### config.mk
export PLATFORM = sky130hd
export DESIGN_NAME = inv_scheduler
export DESIGN_NICKNAME = d
export VERILOG_FILES = /design/src/rtl/inv_scheduler.sv
export SDC_FILE = /design/constraint.sdc
export NUM_CORES = 1
export LEC_CHECK = 0
export CAP_MARGIN = 20
export CELL_PAD_IN_SITES_DETAIL_PLACEMENT = 2
export CELL_PAD_IN_SITES_GLOBAL_PLACEMENT = 2
export CORE_AREA = 4 4 634 636
export CTS_BUF_LIST = sky130_fd_sc_hd__clkbuf_4 sky130_fd_sc_hd__clkbuf_8 sky130_fd_sc_hd__clkbuf_16
export DETAILED_ROUTE_END_ITERATION = 10
export DIE_AREA = 0 0 638 640
export GPL_TIMING_DRIVEN = 1
export PLACE_DENSITY_LB_ADDON = 0.1
export SYNTH_ARGS = -nofsm -noshare
export SYNTH_HDL_FRONTEND = slang
export SYNTH_SLANG_ARGS = --single-unit
### constraint.sdc
create_clock -name clk -period 2.85 [get_ports clk]
set_input_delay 0.57 -clock clk [delete_from_list [all_inputs] [get_ports clk]]
set_output_delay 0.57 -clock clk [all_outputs]
set_load 0.03 [all_outputs]
### src/rtl/inv_scheduler.sv
// inv_scheduler: round-robin arbiter sharing one modular-inverse core between NREQ requesters,
// with launch sequencing, timeout abort and a one-cycle done pulse back to the winner.
module inv_scheduler #(
  parameter int N       = 231,
  parameter int NREQ    = 2,
  parameter int TIMEOUT = 2048,
  parameter int CW      = 12
) (
  input  logic              clk,
  input  logic              rst_n,
  input  logic [NREQ-1:0]   req_i,
  input  logic [NREQ*N-1:0] a_in_i,
  input  logic [N-1:0]      p_i,
  output logic [NREQ-1:0]   gnt_o,
  output logic [NREQ-1:0]   done_o,
  output logic [N-1:0]      result_o,
  output logic              err_o,
  output logic              busy_o,
  output logic              inv_reset_o,
  output logic [N-1:0]      inv_a_o,
  output logic [N-1:0]      inv_p_o,
  input  logic [N-1:0]      inv_x_i,
  input  logic              inv_ready_i
);
  localparam int PW = NREQ > 1 ? $clog2(NREQ) : 1;

  typedef enum logic [1:0] {IDLE, LAUNCH, RUN, DONE} state_t;

  state_t            state_q;
  logic [PW-1:0]     ptr_q, pick;
  logic [NREQ-1:0]   gnt_q, done_q;
  logic [N-1:0]      result_q, inv_a_q, pick_a;
  logic              err_q, inv_reset_q, found;
  logic [CW-1:0]     cnt_q;

  function automatic logic [PW-1:0] wrap(input int v);
    return PW'(v >= NREQ ? v - NREQ : v);
  endfunction

  // Scan offsets from the far end so the requester closest to ptr wins.
  always_comb begin
    pick  = ptr_q;
    found = 1'b0;
    for (int k = NREQ - 1; k >= 0; k--)
      if (req_i[wrap(int'(ptr_q) + k)]) begin
        pick  = wrap(int'(ptr_q) + k);
        found = 1'b1;
      end
    pick_a = a_in_i[int'(pick)*N +: N];
  end

  always_ff @(posedge clk or negedge rst_n) begin
    if (!rst_n) begin
      state_q     <= IDLE;
      ptr_q       <= '0;
      gnt_q       <= '0;
      done_q      <= '0;
      result_q    <= '0;
      err_q       <= 1'b0;
      inv_reset_q <= 1'b1;
      inv_a_q     <= '0;
      cnt_q       <= '0;
    end else begin
      case (state_q)
        IDLE: if (found) begin
          gnt_q   <= NREQ'(1) << pick;
          inv_a_q <= pick_a;
          ptr_q   <= wrap(int'(pick) + 1);
          if (pick_a == '0) begin
            result_q <= '0;
            err_q    <= 1'b1;
            done_q   <= NREQ'(1) << pick;
            state_q  <= DONE;
          end else state_q <= LAUNCH;
        end
        LAUNCH: begin
          cnt_q       <= '0;
          inv_reset_q <= 1'b0;
          state_q     <= RUN;
        end
        RUN: begin
          cnt_q <= cnt_q + 1'b1;
          if (inv_ready_i || cnt_q == CW'(TIMEOUT - 1)) begin
            result_q    <= inv_ready_i ? inv_x_i : '0;
            err_q       <= !inv_ready_i;
            done_q      <= gnt_q;
            inv_reset_q <= 1'b1;
            state_q     <= DONE;
          end
        end
        DONE: begin
          gnt_q   <= '0;
          done_q  <= '0;
          state_q <= IDLE;
        end
      endcase
    end
  end

  assign gnt_o       = gnt_q;
  assign done_o      = done_q;
  assign result_o    = result_q;
  assign err_o       = err_q;
  assign busy_o      = state_q != IDLE;
  assign inv_reset_o = inv_reset_q;
  assign inv_a_o     = inv_a_q;
  assign inv_p_o     = p_i;
endmodule

==> flow_summary.yaml, run 1 <==
worst_setup_path:
  r2r-start: "ptr_q$_DFFE_PN0P_"
  path_max_fanout: 7
  crit_arrival_ps: 3930
  cp-end-kind: "flip-flop"
  crit_start: "a_in_i[182]"
  critPathKind: "input port to flip-flop"
  r2r_setup_slack_ps: -370
  critPathRequiredTime_ps: 3490
  critPathLaunchType: "input port"
floorplan:
  start_util_pct: 5.809
  dieWidth_um: 638
  dieArea_um2: 408300
  fp.dieH_um: 640
  ios: 1629
  core_area_um2: 395700
  std_cell_rows: 231
logic_synthesis:
  ys_warn_count: 0
  syn_avg_cell_area_um2: 11.03
  async_flop_share_pct: 100.0
  synth_cell_types: 41
  syn-cell-area_um2: 22990
  netlist_instances: 2084
  yosysTopAreaCell: "dfrtp_1"
  synth_top_area_share_pct: 52.47
  synth_nets: 3017
  synth_ff_type: "dfrtp_1"
  yosys-top-cells-area: "dfrtp_1 52%, mux2i_1 10%, a32o_1 10%"
  synth-edff-count: 0
  ys_ff_latch: 483
  yosysSeqAreaShare_pct: 52.59
grt:
  grt_max_degree: 90
  grtUsageTotal_pct: 11.92
  grt_pass1_wl_mm: 314.5
  grt_pass1_vias: 26570
  overflow: 0
  antenna_found_initial: 183
clock_network:
  clock_sinks: 483
  clk_latency_ps: 820
  cts_tree: "done"
  clock_path_buffers: 4
  htreeDepth: 3
  cts.reportedPaths.clkPinSlew_ps: 60
  cts-root-buf: "clkbuf_16"
  cts_buffers: 89
cells_and_area:
  fillers: 45360
  fin_cells: 8832
  fin_nets: 4416
  syn_to_final_growth_pct: 108.7
  regArea_um2: 12090
  multi_input_area_um2: 9070
  drive_gt1_share_pct: 23.09
hold_path:
  min_from: "a_in_i[38]"
  hp-class: "input port to flip-flop"
status:
  violations: "negative setup slack"
  status: "complete, but fails checks"
detailed_routing:
  via_per_inst: 2.712
  wl_per_cell_um: 28.97
  drtIter0Drc: 913
  drc: 0
  ant_nets: 0
  num_vias: 23950
  wirelength_mm: 255.9
  drt-pass1-iter-count: 5
timing:
  period_minus_slack_ps: 3286
  timing.final.crit_share_pct: 115.3
  tns_ps: -86740
  slew_headroom_pct: 46.20
  drv_slew: 0
  setup_viol: 237
  timing.hold.ws_ps: 151.5
  worst_slew_pin_slew_ps: 805.6
  setup_ws_ps: -436.0
  hold_viol: 0
  clock.fmax_ghz: 0.3043
  rsz0062_at_grt: "yes"
  skew_ps: 58.60
run:
  max_cap_viol_count: 0
power_and_ir_drop:
  ir_worst_vdd_mv: 0.4081
  p_leak_uw: 0.01859
  power.total_uw: 49980
  power.density_nw_per_um2: 1042
placed_design:
  numPlacedInstances: 8581
  hpwl_mm: 213.2
  dp_slack_ps: -2221
  gp_congestion: 0.7572
  io_buffers: 1166
==> worst paths after layout <==
check	end	cells after the start
worst max-delay path	result_o[195]$_DFFE_PN0P_	13
worst min-delay path	inv_a_o[38]$_DFFE_PN0P_	3
worst max register to register	result_o[195]$_DFFE_PN0P_	14
worst min register to register	inv_a_o[31]$_DFFE_PN0P_	2
max in group asynchronous	inv_a_o[153]$_DFFE_PN0P_	3
min in group asynchronous	inv_a_o[207]$_DFFE_PN0P_	2
==> cells by family after synthesis <==
kind of cell | synth area share, %
compound gates | 16.26
xor+xnor | 0.1524
fa+ha+maj | 0.2177
buf+inv | 11.29
flops | 52.59
mux | 10.25
simple gates | 9.232
==> layout make-up <==
type                            instances  area share (%)
Tap cell                             5242           13.67
Multi-Input combinational cell       1195           18.91
Antenna cell                           43          0.2243
Inverter                               15          0.1174
Sequential cell                       483           25.20
Timing Repair Buffer                 1699           35.69
Clock buffer                          136           5.757
Clock inverter                         19          0.4304
==> worst max-delay path: stages <==
cell	delay (ps)
clkdlybuf4s50_1	470
nor4_4	420
buf_4	180
nand4_1	190
buf_4	230
o22a_1	210
nor4_4	520
buf_4	240
nand4_4	110
buf_12	180
clkbuf_16	200
buf_16	160
a32o_1	210
==> layout by cell type (no fill, tap or decap), types with 4 or more instances in the layout <==
cell type           n
nor4_1             56
nand3_1            18
clkdlybuf4s50_1  1060
nor3_1             10
dlygate4sd2_1      49
o22ai_1             5
a21oi_1             6
dfrtp_1           482
clkdlybuf4s15_1    10
mux2i_1           221
ha_1                4
o21ai_0           241
nor4_4             29
nand4_1            23
buf_4             440
dlymetal6s2s_1      4
buf_8               9
buf_2               6
buf_16             24
mux2i_2            10
clkbuf_8           29
clkbuf_16         105
nor2_1             23
buf_6              24
nor4_2             26
diode_2            43
a32o_1            231
inv_1              15
clkinv_2           10
clkbuf_4           18
and3_1              6
nand2_1           240
buf_12             54
==> sequential cells by signal (all words and copies together) (netlist names) <==
signal,count
inv_a_o,231
result_o,231
cnt_q,12
done_o,2
gnt_o,2
state_q,2
err_o,1
inv_reset_o,1
ptr_q,1
==> cells in the mapped netlist, types with 6 or more instances <==
cell,number
and3_1,6
nor2_1,24
buf_1,14
nand3_1,21
nor4_1,110
clkbuf_1,93
o22ai_1,7
buf_2,11
buf_6,9
inv_1,15
mux2i_1,232
nand4_1,23
a32o_1,231
dfrtp_1,482
nor3_1,12
buf_4,264
nand2_1,241
o21ai_0,242
a21oi_1,7
==> metal layers <==
metal  vias up  global-route usage (%)  part of all wire [%]
met3       440                   4.195                   7.5
met5         -                       0                  0.16
met2      1042                   23.44                    55
li1      10430                       -                     -
met4        58                   2.554                   2.3
met1     11990                   11.85                    35
==> timing repair <==
action	in CTS	in global routing
setup endpoints to repair	296	320
endpoints found under the hold margin	14	0
pin swaps	70	51
cloned	19	18
hold buffers	1	0
buffers inserted	19	7
resized for setup	211	41
==> through the flow <==
stage,area [um^2],util [%]
6_report,47970,12.12
5_1_grt,47910,12.11
4_1_cts,47300,11.96
3_5_place_dp,43060,10.88
3_3_place_gp,43040,10.88
2_1_floorplan,22990,-
==> where the power goes <==
part / total, uW / switching, uW / internal, uW
Sequential: 12200 / 2380 / 9870
Combinational: 26400 / 16400 / 10000
Clock: 11300 / 4430 / 6900
(Power assumes the default switching activity.)
==> run 2, diff against run 1 <==
CTS_CLUSTER_SIZE = 12   (was not set)
GPL_TIMING_DRIVEN = not set   (was 1)
==> results of run 2 <==
Same layout as run 1: the final DEF is identical, and so are final timing and power.
